File: src/rtl/spi_pkg.sv
// Shared types and constants for the SPI NOR flash master.
// The DUMMY state is only reachable when the design is built with SPI_DUMMY_EN.
package spi_pkg;

  localparam int SPI_COM_W = 8;

  localparam logic [7:0] OP_READ      = 8'h03;
  localparam logic [7:0] OP_FAST_READ = 8'h0B;
  localparam logic [7:0] OP_PAGE_PROG = 8'h02;
  localparam logic [7:0] OP_WREN      = 8'h06;
  localparam logic [7:0] OP_RDSR      = 8'h05;
  localparam logic [7:0] OP_RDID      = 8'h9F;

  typedef enum logic [2:0] {
    ST_IDLE,
    ST_CMD,
    ST_ADDR,
    ST_DUMMY,
    ST_DATA,
    ST_SS_HOLD
  } spi_state_e;

  // Width of a down-counter that must hold the values 0..n-1.
  function automatic int cnt_w(input int n);
    return (n > 1) ? $clog2(n) : 1;
  endfunction

endpackage

File: src/rtl/spi_sclk_gen.sv
// SPI mode-0 clock generator: sclk low for HALF clk cycles, then high for HALF.
// Held low and re-armed while en is low, so every enabled run starts with a low half.
module spi_sclk_gen
  import spi_pkg::*;
#(
  parameter int CLK_DIV = 4
) (
  input  logic clk,
  input  logic rst_n,
  input  logic en,
  output logic sclk,
  output logic rise,
  output logic fall
);

  localparam int HALF = CLK_DIV / 2;
  localparam int DW   = cnt_w(HALF);

  logic [DW-1:0] div_cnt;
  logic          tc;

  assign tc   = (div_cnt == '0);
  // Strobes flag the clk edge on which sclk is about to change.
  assign rise = en && tc && !sclk;
  assign fall = en && tc && sclk;

  always_ff @(posedge clk or negedge rst_n) begin
    if (!rst_n) begin
      div_cnt <= DW'(HALF - 1);
      sclk    <= 1'b0;
    end else if (!en) begin
      div_cnt <= DW'(HALF - 1);
      sclk    <= 1'b0;
    end else if (tc) begin
      div_cnt <= DW'(HALF - 1);
      sclk    <= ~sclk;
    end else begin
      div_cnt <= div_cnt - 1'b1;
    end
  end

endmodule

File: src/rtl/spi_flash_master.sv
// Framed SPI mode-0 master for serial NOR flash: command, address, dummy, data phases.
// Build with SPI_DUMMY_EN to add the dummy_cycles input and the DUMMY phase.
//
// state      | meaning
// -----------+-----------------------------------------------------------
// ST_IDLE    | tready high, waiting for validflag
// ST_CMD     | shifting out the 8-bit opcode
// ST_ADDR    | shifting out ADDR_W address bits
// ST_DUMMY   | dummy_cycles sclk pulses, mosi low (SPI_DUMMY_EN only)
// ST_DATA    | writing or reading 8*nbytes bits
// ST_SS_HOLD | HALF-cycle tail with sclk low, then ss high for CLK_DIV
module spi_flash_master
  import spi_pkg::*;
#(
  parameter int DATA_W  = 32,
  parameter int ADDR_W  = 24,
  parameter int CLK_DIV = 4
) (
  input  logic              clk,
  input  logic              rst_n,
  input  logic              validflag,
  output logic              tready,
  input  logic [7:0]        command,
  input  logic [ADDR_W-1:0] address,
  input  logic              addr_en,
  input  logic              rd,
  input  logic [2:0]        nbytes,
  input  logic [DATA_W-1:0] data_in,
`ifdef SPI_DUMMY_EN
  input  logic [3:0]        dummy_cycles,
`endif
  output logic [DATA_W-1:0] data_out,
  output logic              validflag_out,
  output logic              sclk,
  output logic              ss,
  output logic              mosi,
  input  logic              miso
);

  localparam int HALF   = CLK_DIV / 2;
  localparam int NB_MAX = DATA_W / 8;
  localparam int SH_W   = (ADDR_W > DATA_W) ? ADDR_W : DATA_W;
  localparam int BC_W   = cnt_w(SH_W);
  localparam int TW     = cnt_w(HALF + CLK_DIV);

  spi_state_e        state;
  spi_state_e        next_phase;
  logic [ADDR_W-1:0] address_q;
  logic [DATA_W-1:0] data_q;
  logic              addr_en_q;
  logic              rd_q;
  logic [2:0]        nb_q;
  logic [2:0]        nb_sat;
  logic [SH_W-1:0]   sh;
  logic [SH_W-1:0]   addr_load;
  logic [SH_W-1:0]   data_load;
  logic [DATA_W-1:0] rx;
  logic [BC_W-1:0]   bit_cnt;
  logic [TW-1:0]     tmr;
  logic              sclk_en;
  logic              sclk_rise;
  logic              sclk_fall;
  logic              drive;

`ifdef SPI_DUMMY_EN
  logic [3:0]        dummy_q;
  logic              dummy_nz;
  assign dummy_nz = (dummy_q != 4'd0);
`endif

  spi_sclk_gen #(
    .CLK_DIV (CLK_DIV)
  ) u_sclk_gen (
    .clk   (clk),
    .rst_n (rst_n),
    .en    (sclk_en),
    .sclk  (sclk),
    .rise  (sclk_rise),
    .fall  (sclk_fall)
  );

  assign nb_sat    = (nbytes > 3'(NB_MAX)) ? 3'(NB_MAX) : nbytes;
  // Phase payloads are left-aligned so mosi always comes from the shifter MSB.
  assign addr_load = SH_W'(address_q) << (SH_W - ADDR_W);
  assign data_load = SH_W'(data_q) << (SH_W - 8 * int'(nb_q));
  assign drive     = (state == ST_CMD) || (state == ST_ADDR) || ((state == ST_DATA) && !rd_q);

  always_comb begin
    next_phase = ST_SS_HOLD;
    case (state)
      ST_CMD: begin
        if (addr_en_q)
          next_phase = ST_ADDR;
`ifdef SPI_DUMMY_EN
        else if (dummy_nz)
          next_phase = ST_DUMMY;
`endif
        else if (nb_q != 3'd0)
          next_phase = ST_DATA;
      end
      ST_ADDR: begin
`ifdef SPI_DUMMY_EN
        if (dummy_nz)
          next_phase = ST_DUMMY;
        else
`endif
        if (nb_q != 3'd0)
          next_phase = ST_DATA;
      end
`ifdef SPI_DUMMY_EN
      ST_DUMMY: begin
        if (nb_q != 3'd0)
          next_phase = ST_DATA;
      end
`endif
      default: next_phase = ST_SS_HOLD;
    endcase
  end

  always_ff @(posedge clk or negedge rst_n) begin
    if (!rst_n) begin
      state         <= ST_IDLE;
      tready        <= 1'b1;
      ss            <= 1'b1;
      mosi          <= 1'b0;
      data_out      <= '0;
      validflag_out <= 1'b0;
      sclk_en       <= 1'b0;
      address_q     <= '0;
      data_q        <= '0;
      addr_en_q     <= 1'b0;
      rd_q          <= 1'b0;
      nb_q          <= '0;
      sh            <= '0;
      rx            <= '0;
      bit_cnt       <= '0;
      tmr           <= '0;
`ifdef SPI_DUMMY_EN
      dummy_q       <= '0;
`endif
    end else begin
      validflag_out <= 1'b0;
      case (state)
        ST_IDLE: begin
          if (validflag) begin
            address_q <= address;
            data_q    <= data_in;
            addr_en_q <= addr_en;
            rd_q      <= rd;
            nb_q      <= nb_sat;
`ifdef SPI_DUMMY_EN
            dummy_q   <= dummy_cycles;
`endif
            sh        <= SH_W'(command) << (SH_W - SPI_COM_W);
            bit_cnt   <= BC_W'(SPI_COM_W - 1);
            mosi      <= command[7];
            rx        <= '0;
            ss        <= 1'b0;
            tready    <= 1'b0;
            sclk_en   <= 1'b1;
            state     <= ST_CMD;
          end
        end

        ST_SS_HOLD: begin
          // tmr == CLK_DIV lands HALF cycles after the last sclk fall.
          if (tmr == TW'(CLK_DIV)) begin
            ss            <= 1'b1;
            validflag_out <= 1'b1;
            if (rd_q)
              data_out <= rx;
          end
          if (tmr == '0) begin
            state  <= ST_IDLE;
            tready <= 1'b1;
          end else begin
            tmr <= tmr - 1'b1;
          end
        end

        default: begin
          if (sclk_rise && (state == ST_DATA) && rd_q)
            rx <= {rx[DATA_W-2:0], miso};
          if (sclk_fall) begin
            if (bit_cnt != '0) begin
              bit_cnt <= bit_cnt - 1'b1;
              sh      <= sh << 1;
              mosi    <= drive && sh[SH_W-2];
            end else begin
              state <= next_phase;
              case (next_phase)
                ST_ADDR: begin
                  sh      <= addr_load;
                  bit_cnt <= BC_W'(ADDR_W - 1);
                  mosi    <= addr_load[SH_W-1];
                end
`ifdef SPI_DUMMY_EN
                ST_DUMMY: begin
                  bit_cnt <= BC_W'(int'(dummy_q) - 1);
                  mosi    <= 1'b0;
                end
`endif
                ST_DATA: begin
                  sh      <= data_load;
                  bit_cnt <= BC_W'(8 * int'(nb_q) - 1);
                  mosi    <= !rd_q && data_load[SH_W-1];
                end
                default: begin
                  sclk_en <= 1'b0;
                  mosi    <= 1'b0;
                  tmr     <= TW'(HALF + CLK_DIV - 1);
                end
              endcase
            end
          end
        end
      endcase
    end
  end

endmodule

File: config.mk
export PLATFORM = sky130hd
export DESIGN_NAME = spi_flash_master
export DESIGN_NICKNAME = d
export VERILOG_FILES = /design/src/rtl/spi_pkg.sv /design/src/rtl/spi_sclk_gen.sv /design/src/rtl/spi_flash_master.sv
export SDC_FILE = /design/constraint.sdc
export NUM_CORES = 1
export LEC_CHECK = 0
export ABC_AREA = 1
export BUFFER_PORTS_ARGS = -buffer_cell sky130_fd_sc_hd__buf_2
export CAP_MARGIN = 40
export CORE_AREA = 3 3 121 123
export CTS_BUF_LIST = sky130_fd_sc_hd__clkbuf_4
export DETAILED_ROUTE_END_ITERATION = 10
export DIE_AREA = 0 0 124 126
export PLACE_DENSITY = 0.81
export SLEW_MARGIN = 20
export SYNTH_ARGS = -nofsm -noshare
export SYNTH_HDL_FRONTEND = slang
export SYNTH_SLANG_ARGS = --single-unit
export TNS_END_PERCENT = 100
File: constraint.sdc
create_clock -name clk -period 2.6 [get_ports clk]
set_input_delay 0.13 -clock clk [delete_from_list [all_inputs] [get_ports clk]]
set_output_delay 0.13 -clock clk [all_outputs]
set_load 0.05 [all_outputs]
# Word-level counts from Yosys, hierarchy flattened
# Cells that the tools add are included.
# totals
ff_bits	174
latchBits	0
ram_bits	0
mem_bits_ro	0
inputBits	73
output_inout_bits	37
wordCells	127
memories	0
# op_classes
addsub	5
n_mul	0
div_mod_pow	0
order_cmp	1
n_eq_ne	17
shifts	1
mux	48
n_bitwise	4
reduce_logical	33
# ops
cell	count
case mux 31 bit (2 select lines)	2
two-way mux 31 bit	3
two-way mux 32 bit	2
case mux 32 bit (2 select lines)	1
<< shifter 32 x 32 -> 32 bit	1
two-way mux 3 bit	10
case mux 5 bit (2 select lines)	2
case mux 3 bit (2 select lines)	3
two-way mux 1 bit	17
two-way mux 5 bit	3
AND reduction 3 bit	5
equality test 3 bit (second input constant)	4
inequality test 2 bit (second input constant)	5
case mux 1 bit (2 select lines)	5
AND reduction 5 bit	2
subtractor 5 x 1 -> 5 bit (second input constant)	2
logical AND 1 bit	8
inequality test 2 x 1 -> 1 bit (second input constant)	4
AND reduction 4 bit	2
nonzero test 2 bit	4
subtractor 6 x 6 -> 7 bit (first input constant)	1
equality test 3 x 2 -> 1 bit (second input constant)	2
zero test 3 bit	2
nonzero test 3 bit	2
12 further kinds	17

# Logic depth before layout (Yosys ltp)
# Gate-level depths: netlist of the first run.
# depth
word_depth	10
ltp_mapped	12
depth_no_buf	11

# By module
# From an unflattened synthesis of the first run, not the netlist that was laid out.
# unflattened
cells_unflattened	1091
area_unflattened_um2	8371.8
# by_module_without_submodules
mod	n_inst	cells_per_inst	area_each_um2	seq_area_each_um2
spi_flash_master	1	1080	8284.2	4306.6
spi_sclk_gen	1	11	87.6	51.3

# Worst setup path after synthesis of the first run
# Ideal clock, no wire load.
# synth_path
path_kind	register to register
from	register nb_q[0]
to	register sh[17]
t_arrival_ns	2.081
required_time_ns	2.482
slack_ns	0.402
path_stages_with_launch	13
n_path_buf	1
period_less_slack_ns	2.198
path_cell_list	dfrtp_1 -> inv_1 -> clkbuf_1 -> ha_1 -> ha_1 -> inv_1 -> nor2_1 -> nand2_1 -> clkinv_1 -> nand2_1 -> nand3_1 -> a21oi_1 -> nor2_1
# synth_between
elab_chain_cells	9
elab_cells_between_ends	14
cone_classes	add/sub: 1; eq/ne: 2; shift: 1; mux: 7; reduce/logical: 3
# synth_rtl
element	line	text
start, declared	spi_flash_master.sv:52	logic [2:0] nb_q;
start signal, assigned	spi_flash_master.sv:150	nb_q <= nb_sat;
parallel branches: the longest is 9 deep, another holds subtractor 6 x 6 -> 7 bit	n/a	
end signal, assigned	spi_flash_master.sv:154	sh <= SH_W'(command) << (SH_W - SPI_COM_W);
end signal, assigned	spi_flash_master.sv:187	sh <= sh << 1;
end signal, assigned	spi_flash_master.sv:193	sh <= addr_load;
end, declared	spi_flash_master.sv:54	logic [SH_W-1:0] sh;
# Several ways; the timed one is not identified. The select of a mux whose other input is x is not followed.
# A chain may end at the register's enable or synchronous reset.

# Final worst setup path of the first run
# layout_path
from	register state[0]
to	register nb_q[1]
# layout_between
elab_chain_cells	2
# layout_rtl
element	line	text
start, declared	spi_flash_master.sv:46	spi_state_e state;
start signal, assigned	spi_flash_master.sv:190	state <= next_phase;
zero test 3 bit	spi_flash_master.sv:143	case (state)
AND reduction 2 bit (no line)	n/a	
# No other way between the ends.

==> results.json, run 1 <==
{
  "fin_setup_tns_ps": 0,
  "die-area_um2": 15600,
  "vdd.ir_drop.worst_uv": 686,
  "synthesis.nets": 1121,
  "start_util_pct": 59.2,
  "dr.pass1.iters": 5,
  "grt_use_total_pct": 27.6,
  "clk_pin_slew_ps": 160,
  "maxSlewViolCount": 0,
  "ctsHtreeMaxLevel": 4,
  "ant_nets": 0,
  "seq_area_frac_synth_pct": 53.5,
  "rr_worst_depth": 8,
  "cp-start-kind": "flip-flop",
  "yosys_warnings": 0,
  "whs_path_depth": 4,
  "yosysTopAreaCell": "dfrtp_1",
  "synth.top_cell.area_share_pct": 52.5,
  "cp-end-kind": "flip-flop",
  "wl_per_cell_um": 14.4,
  "die_h_um": 126,
  "ys_types": 32,
  "syn_to_final_growth_pct": 22.6,
  "syn_avg_cell_area_um2": 7.81,
  "rows": 43,
  "skew_ps": 34.1,
  "cts_resized": 0,
  "rsz0062_at_grt": "no",
  "boundaryPins": 110,
  "io_buffers": 109,
  "setup_viol": 0,
  "max_freq_mhz": 429,
  "crit_type": "flip-flop to flip-flop",
  "ys_ff_latch": 174,
  "drtIter0Drc": 600,
  "relSlewSlack_pct": 46.0,
  "cts_tree": "yes",
  "remaining_drc_errors": 0,
  "crit_required_ps": 3130,
  "layout.nets": 1294,
  "clk_latency_ps": 610,
  "first_global_vias": 7188,
  "cts_buffers": 17,
  "overflow": 0,
  "hp-class": "primary input to flip-flop",
  "holdWs_ps": 252,
  "worstPathMaxFanout": 18,
  "grt_first_pass_wirelength_um": 34200,
  "synthTopCellsByArea": "dfrtp_1 53%, nand2_1 14%, o21ai_0 6.0%",
  "cp.arrival_ps": 2860,
  "gp_congestion": 0.927,
  "synth_cells": 1043,
  "maxCapViolCount": 0,
  "grt_max_degree": 93,
  "cts_setup_buffers": 0,
  "hpwl_um": 13300,
  "cts_buffer_depth": 2,
  "finalWirelength_um": 20300,
  "vias": 7385,
  "p_per_area_nw_per_um2": 1130,
  "cts_sinks": 174,
  "antenna_found_initial": 0,
  "core_area_um2": 13800,
  "p_leak_nw": 5.02,
  "cts-root-buf": "clkbuf_4",
  "synth_area_um2": 8150,
  "die_w_um": 124,
  "cts_hold_buf": 76,
  "finalCriticalPeriod_ps": 2330,
  "status": "completed",
  "final_hold_viol_count": 0,
  "worstMarginPinSlew_ps": 811,
  "diodes": 0,
  "post-route-period-util_pct": 89.7,
  "vias_per_cell": 5.24,
  "drive_gt1_share_pct": 14.3
}
[area by class of cell]
cell class	instances	area, um2
clock buffers	17	128
clock inverters	15	208
fillers	1088	3790
inverters	114	428
multi-input cells	707	3160
flip-flops and latches	174	4360
well taps	180	225
repair buffers	202	1480
[cell usage after synthesis]
cell      instances
o21a_1            2
buf_2            25
clkinv_1          3
buf_1             2
xnor2_1           1
dfstp_2           3
a31oi_1           1
inv_2             4
a21oi_2           1
o21ai_1           2
a21boi_0          5
xor2_1            1
nand2_4           1
nand3_1          96
buf_4             1
nor2_4            4
nor2_1          116
clkbuf_1         20
o22ai_1           1
nor2_2            1
o21ai_0          97
nand2_1         302
inv_1           107
a22oi_1           2
a21oi_1          58
o21ai_2           1
dfrtp_1         171
o21bai_1          1
nand4_1           7
nand3_2           1
ha_1              5
nor3_2            1
[metrics by stage]
step,util [%],power [mW],setup WS [ps],std cells,cell area (um2)
after global routing,72.5,12.2,111,1409,9990
final,72.5,11.3,267,1409,9990
after floorplan,-,8.01,402,1043,8150
after CTS,72.5,11.2,317,1409,9990
after detailed placement,64.5,9.45,368,1301,8890
after global placement,64.5,9.32,457,1301,8890
[cell families after synthesis]
kind of cell / after synthesis / synth area share, %
and+or+nand+nor: 529 / 26.7
DFF: 174 / 53.5
AOI/OAI and AO/OA: 171 / 10.9
buffers and inverters: 162 / 7.89
adders and majority gates: 5 / 0.768
xor gates and xnor gates: 2 / 0.215
[routing by layer]
layer / part of all wire (%) / routed length (um) / up-vias / global-route usage (%)
met5: 0 / 0 / - / 0
li1: - / - / 3639 / -
met3: 6.8 / 1380 / 47 / 6.47
met1: 44 / 9020 / 3455 / 39.8
met4: 2.1 / 421 / 0 / 7.67
met2: 47 / 9520 / 244 / 42.4
[report_power, final]
| part | internal [mW] | switching, mW | total (mW) | leakage (nW) |
|---|---|---|---|---|
| registers | 3.73 | 0.577 | 4.30 | 2.21 |
| logic | 1.53 | 3.74 | 5.27 | 2.64 |
| clock network | 0.559 | 1.13 | 1.69 | 0.176 |
[sequential cells by signal, indices dropped and copies added, names as in the netlist]
signal / flops
addr_en_q: 1
address_q: 24
bit_cnt: 5
data_out: 32
data_q: 32
mosi: 1
nb_q: 3
rd_q: 1
rx: 32
sclk_en: 1
sh: 31
ss: 1
state: 3
tmr: 3
tready: 1
u_sclk_gen.div_cnt: 1
u_sclk_gen.sclk: 1
validflag_out: 1
[layout by cell type (no fill, tap or decap), types with 2 or more instances in the layout]
| cell | count |
|---|---|
| nand4_1 | 7 |
| a21oi_1 | 58 |
| inv_6 | 2 |
| nor2_1 | 115 |
| buf_2 | 108 |
| a22oi_1 | 2 |
| buf_4 | 14 |
| clkinv_1 | 3 |
| clkinv_8 | 5 |
| inv_1 | 107 |
| o21ai_0 | 97 |
| clkinv_4 | 2 |
| nand3_1 | 96 |
| dfrtp_1 | 171 |
| nand2_1 | 302 |
| dfstp_2 | 3 |
| buf_12 | 3 |
| dlygate4sd3_1 | 76 |
| nor2_4 | 5 |
| a21boi_0 | 5 |
| clkbuf_4 | 17 |
| o21a_1 | 2 |
| inv_2 | 4 |
| ha_1 | 5 |
| inv_8 | 4 |
| o21ai_1 | 2 |
[critical path, stage by stage, from the launching register on]
cell and delay (ps):
dfrtp_1 460, nor2_1 160, nand2_1 210, nor2_4 140, inv_1 270, nor2_1 300
nand2_1 70, dlygate4sd3_1 560, o21ai_0 80
[path summary, 6_finish.rpt]
check | endpoint | from | slack, ps
setup / recovery | nb_q[1]$_DFFE_PN0P_ | state[0]$_DFFE_PN0P_ | 270
hold / removal | data_q[31]$_DFFE_PN0P_ | data_in[31] | 250
setup reg to reg | nb_q[1]$_DFFE_PN0P_ | state[0]$_DFFE_PN0P_ | 270
hold reg to reg | u_sclk_gen.div_cnt$_DFF_PN1_ | sclk_en$_DFFE_PN0P_ | 470
max in group asynchronous | data_q[18]$_DFFE_PN0P_ | rst_n | 640
min in group asynchronous | data_q[22]$_DFFE_PN0P_ | rst_n | 520
Note: power is estimated with default switching activity, not from simulation.
==> run 2: changes to the inputs <==
--- a/config.mk
+++ b/config.mk
@@ -5,13 +5,12 @@
 export SDC_FILE = /design/constraint.sdc
 export NUM_CORES = 1
 export LEC_CHECK = 0
-export ABC_AREA = 1
 export BUFFER_PORTS_ARGS = -buffer_cell sky130_fd_sc_hd__buf_2
 export CAP_MARGIN = 40
-export CORE_AREA = 3 3 121 123
+export CORE_AREA = 3 3 122 124
 export CTS_BUF_LIST = sky130_fd_sc_hd__clkbuf_4
 export DETAILED_ROUTE_END_ITERATION = 10
-export DIE_AREA = 0 0 124 126
+export DIE_AREA = 0 0 125 127
 export PLACE_DENSITY = 0.81
 export SLEW_MARGIN = 20
 export SYNTH_ARGS = -nofsm -noshare
==> results.json, run 2 <==
{
  "status": "completed",
  "worstPathBufferInverterCount": 2,
  "maxSlewViolCount": 0,
  "first_global_vias": 6455,
  "fin_setup_tns_ps": 0,
  "worstMarginPinSlew_ps": 667,
  "vdd.ir_drop.worst_uv": 555,
  "crit_family": "simple AND/OR/NAND/NOR gates",
  "fill_cells": 949,
  "ant_nets": 0,
  "synthesis.nets": 870,
  "seq_area_frac_synth_pct": 52.9,
  "yosys_warnings": 0,
  "antenna_found_initial": 0,
  "gp_congestion": 0.892,
  "hp-class": "primary input to flip-flop",
  "cts_tree": "yes",
  "relSlewSlack_pct": 55.5,
  "core_area_um2": 13900,
  "skew_ps": 24.7,
  "utilization_pct": 71.8,
  "crit_type": "flip-flop to flip-flop",
  "boundaryPins": 110,
  "start_util_pct": 59.3,
  "power.total_mw": 10.0,
  "stdcell_count": 1155,
  "cts_resized": 0,
  "overflow": 0,
  "cts_hold_buf": 70,
  "setup_viol": 0,
  "ys_ff_latch": 174,
  "cts_setup_buffers": 0,
  "top_regs": "data_out: 32 flops, data_q: 32 flops, rx: 32 flops",
  "clk_pin_slew_ps": 140,
  "drive_gt1_share_pct": 25.4,
  "io_buffers": 109,
  "ys_types": 59,
  "final_common_cell": "nand2_1",
  "cts-root-buf": "clkbuf_4",
  "die_w_um": 125,
  "synth-main-ff-cell": "dfrtp_1",
  "drtIter0Drc": 603,
  "synth_area_um2": 8230,
  "crit_required_ps": 3070,
  "cts_sinks": 174,
  "grt_first_pass_wirelength_um": 32800,
  "p_per_area_nw_per_um2": 1010,
  "dpl.cell_count": 1053,
  "cts_buffers": 17,
  "grt_max_degree": 74,
  "rows": 43,
  "maxCapViolCount": 0,
  "layout_common_cells": "258 x nand2_1, 171 x dfrtp_1, 108 x buf_2, 70 x dlygate4sd3_1, 50 x o21ai_0",
  "die_h_um": 127,
  "max_freq_mhz": 427,
  "hpwl_um": 12800,
  "remaining_drc_errors": 0,
  "layout.nets": 1040,
  "path_cells": "inv_1, ha_1, nor4b_4, nor2_2, buf_4, a32oi_1, o31ai_1, mux2_4",
  "seq_area_um2": 4360,
  "cts_buffer_depth": 2,
  "grt_use_total_pct": 25.6,
  "synthMostInstantiatedCell": "nand2_1",
  "synth.top_cell.area_share_pct": 52.0,
  "rsz0062_at_grt": "no",
  "clk_latency_ps": 580,
  "vias_per_cell": 5.62,
  "wl_per_cell_um": 17.1,
  "p_leak_nw": 4.89,
  "cp-start-kind": "flip-flop",
  "finalWirelength_um": 19800,
  "final_hold_viol_count": 0,
  "diodes": 0,
  "multiInputGateArea_um2": 3590,
  "post-route-period-util_pct": 90.2,
  "dr.pass1.iters": 4,
  "cp-end-kind": "flip-flop",
  "synth_cells": 792,
  "syn_to_final_growth_pct": 21.0,
  "synthTopCellsByArea": "dfrtp_1 52%, nand2_1 12%, mux2_4 4.9%",
  "crit_slowest_cell": "nor4b_4",
  "syn_avg_cell_area_um2": 10.4,
  "synth_edf_count": 0,
  "cp.arrival_ps": 2810,
  "critPathMaxStageDelay_ps": 440,
  "vias": 6487,
  "yosysTopAreaCell": "dfrtp_1",
  "finalCriticalPeriod_ps": 2340,
  "die-area_um2": 15900,
  "async_flop_share_pct": 100,
  "synth_common_cells": "259 x nand2_1, 171 x dfrtp_1, 50 x o21ai_0, 35 x mux2_2, 30 x clkbuf_1",
  "ctsHtreeMaxLevel": 4,
  "holdWs_ps": 45.9,
  "worstPathMaxFanout": 16
}
==> run 2: per-layer routing <==
layer | up-vias | routed length [um] | global-route usage [%]
li1 | 3095 | - | -
met4 | 0 | 595 | 10.3
met1 | 3104 | 8550 | 33.5
met3 | 55 | 1140 | 4.93
met2 | 233 | 9510 | 42.6
met5 | - | 0 | 0
==> run 2: where the power goes <==
part	leakage (nW)	switching [mW]	internal (mW)
registers	2.26	0.700	3.38
logic	2.48	2.54	1.89
clock network	0.148	0.947	0.581
==> run 2: cell families (layout without fill, tap and decap cells) <==
kind of cell / after synthesis / after routing / synth area share, %
AO/OA/AOI/OAI: 137 / 137 / 11.7
XOR/XNOR: 2 / 2 / 0.213
adder cells (fa/ha/maj): 5 / 5 / 0.760
buffers and inverters: 66 / 249 / 3.68
flip-flops: 174 / 174 / 52.9
multiplexers: 89 / 89 / 14.2
AND/OR/NAND/NOR: 319 / 319 / 16.5
==> run 2: area by class of cell <==
class	instances	area share [%]
tap	180	2.26
inverter	13	0.490
timing repair buffer	204	14.7
sequential	174	43.8
clock buffer	18	1.36
multi-input combinational	552	36.0
clock inverter	14	1.43
==> run 2: worst paths after layout <==
kind | startpoint | to | slack, ps | cells past startpoint
min in group asynchronous | rst_n | data_out[26]$_DFFE_PN0P_ | 120 | 2
max in group asynchronous | rst_n | u_sclk_gen.div_cnt$_DFF_PN1_ | 1670 | 3
setup reg to reg | bit_cnt[0]$_DFFE_PN0P_ | sh[13]$_DFFE_PN0P_ | 260 | 8
hold reg to reg | u_sclk_gen.div_cnt$_DFF_PN1_ | u_sclk_gen.div_cnt$_DFF_PN1_ | 490 | 1
setup / recovery | bit_cnt[0]$_DFFE_PN0P_ | sh[13]$_DFFE_PN0P_ | 260 | 8
hold / removal | command[4] | sh[28]$_DFFE_PN0P_ | 50 | 4
==> run 2: metrics by stage <==
stage	setup WS, ps	area, um2
6_report	256	9960
5_1_grt	80.0	9960
4_1_cts	285	9960
3_5_place_dp	295	8980
3_3_place_gp	381	8980
2_1_floorplan	23.0	8250
==> run 2: tightest hold or removal path, delay by kind of cell <==
kind                   cells  cell delay [ps]
AO/OA/AOI/OAI              2              240
buffers and inverters      1              100
multiplexers               1              130
==> run 3: changes to the inputs <==
--- a/config.mk
+++ b/config.mk
@@ -7,11 +7,11 @@
 export LEC_CHECK = 0
 export BUFFER_PORTS_ARGS = -buffer_cell sky130_fd_sc_hd__buf_2
 export CAP_MARGIN = 40
-export CORE_AREA = 3 3 122 124
+export CORE_AREA = 3 3 128 130
 export CTS_BUF_LIST = sky130_fd_sc_hd__clkbuf_4
 export DETAILED_ROUTE_END_ITERATION = 10
-export DIE_AREA = 0 0 125 127
-export PLACE_DENSITY = 0.81
+export DIE_AREA = 0 0 131 133
+export PLACE_DENSITY = 0.77
 export SLEW_MARGIN = 20
 export SYNTH_ARGS = -nofsm -noshare
 export SYNTH_HDL_FRONTEND = slang
==> constraint.sdc (replaced) <==
create_clock -name clk -period 1.9 [get_ports clk]
set_input_delay 0.095 -clock clk [delete_from_list [all_inputs] [get_ports clk]]
set_output_delay 0.095 -clock clk [all_outputs]
set_load 0.05 [all_outputs]
==> results.json, run 3 (same netlist as run 2, synthesis figures left out) <==
{
  "skew_ps": 29.0,
  "cp-start-kind": "flip-flop",
  "io_buffers": 109,
  "wl_met1_um": 9750,
  "setup_slack_ps": -219,
  "overflow": 0,
  "stdcell_count": 1276,
  "clk_latency_ps": 590,
  "die_w_um": 131,
  "setup_viol": 39,
  "drtIter0Drc": 677,
  "final_common_cell": "nand2_1",
  "grt_use_total_pct": 27.7,
  "wl_met2_um": 12100,
  "ctsHtreeMaxLevel": 4,
  "cts_sinks": 174,
  "p_seq_share_pct": 31.3,
  "status": "finished, violations left",
  "vdd.ir_drop.worst_uv": 1080,
  "gp_congestion": 0.896,
  "worstMarginPinSlew_ps": 733,
  "worstPathMaxFanout": 5,
  "cts_buffer_depth": 2,
  "fill_cells": 968,
  "ant_nets": 0,
  "vias": 7257,
  "finalWirelength_um": 24300,
  "crit_type": "flip-flop to flip-flop",
  "fin_setup_tns_ps": -5730,
  "maxSlewViolCount": 0,
  "rsz0062_at_grt": "yes",
  "final_hold_viol_count": 0,
  "max_freq_mhz": 472,
  "dr.pass1.iters": 5,
  "finalCriticalPeriod_ps": 2120,
  "wl_met3_um": 1550,
  "layout_common_cells": "257 x nand2_1, 169 x dfrtp_1, 109 x buf_2, 74 x buf_4, 73 x dlygate4sd3_1",
  "die-area_um2": 17400,
  "antenna_found_initial": 0,
  "cp.arrival_ps": 2600,
  "dpl.cell_count": 1134,
  "holdWs_ps": 100,
  "relSlewSlack_pct": 51.0,
  "cts_buffers": 17,
  "wl_per_cell_um": 19.1,
  "power.switching_mw": 7.11,
  "rows": 45,
  "hp-class": "primary input to asynchronous set/reset pin",
  "start_util_pct": 54.0,
  "p_leak_nw": 5.56,
  "p_int_mw": 10.2,
  "cts_tree": "yes",
  "vias_per_cell": 5.69,
  "drive_gt1_share_pct": 36.5,
  "crit_required_ps": 2380,
  "diodes": 0,
  "boundaryPins": 110,
  "combPwrFrac_pct": 55.4,
  "p_per_area_nw_per_um2": 1510,
  "cts-root-buf": "clkbuf_4",
  "remaining_drc_errors": 0,
  "first_global_vias": 7263,
  "clk_pin_slew_ps": 160,
  "layout.nets": 1131,
  "hpwl_um": 14100,
  "syn_to_final_growth_pct": 39.1,
  "grt_max_degree": 65,
  "post-route-period-util_pct": 112,
  "grt_first_pass_wirelength_um": 37800,
  "core_area_um2": 15300,
  "violations": "setup timing",
  "switching_share_pct": 41.1,
  "die_h_um": 133,
  "highest_layer": "met4",
  "pwr-share-clk_pct": 13.3,
  "top_regs": "data_out: 32 flops, data_q: 32 flops, rx: 32 flops",
  "rr_worst_depth": 6,
  "maxCapViolCount": 0,
  "cp-end-kind": "flip-flop"
}
## run 3: final cells by class
type / instances / area (um2) / area share (%)
sequential: 174 / 4360 / 38.1
multi-input combinational: 553 / 3940 / 34.4
timing repair buffer: 294 / 2530 / 22.1
tap: 211 / 264 / 2.31
clock inverter: 14 / 180 / 1.57
clock buffer: 17 / 128 / 1.11
inverter: 13 / 51.3 / 0.448
## run 3: what timing repair did
item / CTS / global route
pin swaps: 22 / 20
resized for setup: 50 / 39
hold buffers: 74 / 0
setup endpoints to repair: 39 / 94
setup buffers: 17 / 9
endpoints found under the hold margin: 243 / 0
cloned: 9 / 2
## run 3: power groups by stage
stage / Clock [mW] / Combinational, mW / Sequential, mW
final: 2.30 / 9.59 / 5.42
after global routing: 2.50 / 10.2 / 5.51
after CTS: 2.35 / 8.94 / 5.35
after detailed placement: 0 / 7.45 / 5.40
after global placement: 0 / 7.32 / 5.38
after floorplan: 0 / 4.95 / 5.33
## run 3: routing by layer
metal	global-route usage, %	vias to the layer above
met1	35.7	3576
met4	9.89	0
met5	0	-
met3	5.81	73
li1	-	3282
met2	45.9	326
## run 3: worst paths after layout
| check | startpoint | to | slack [ps] |
|---|---|---|---|
| max | nb_q[1]$_DFFE_PN0P_ | sh[30]$_DFFE_PN0P_ | -220 |
| min | rst_n | sh[29]$_DFFE_PN0P_ | 100 |
| max reg2reg | nb_q[1]$_DFFE_PN0P_ | sh[30]$_DFFE_PN0P_ | -220 |
| min reg2reg | tmr[0]$_DFFE_PN0P_ | tmr[0]$_DFFE_PN0P_ | 490 |
| max in group asynchronous | rst_n | tmr[0]$_DFFE_PN0P_ | 630 |
| min in group clk | address[9] | address_q[9]$_DFFE_PN0P_ | 230 |
## run 3: worst max-delay path, cell delays in order (launching register included)
cell     delay (ps)
dfrtp_1         400
inv_2            60
ha_4            320
mux4_2          540
nor3b_4         170
a311o_1         280
mux2_4          260
## run 3: per-stage QoR
stage / instance area, um2 / worst slack, ps / util (%) / power [mW]
finish: 11500 / -219 / 75.0 / 17.3
global placement: 9580 / -172 / 62.8 / 12.7
detailed placement: 9580 / -198 / 62.8 / 12.9
floorplan: 8350 / -551 / - / 10.3
CTS: 11200 / -192 / 73.2 / 16.6
global route: 11500 / -267 / 75.0 / 18.2
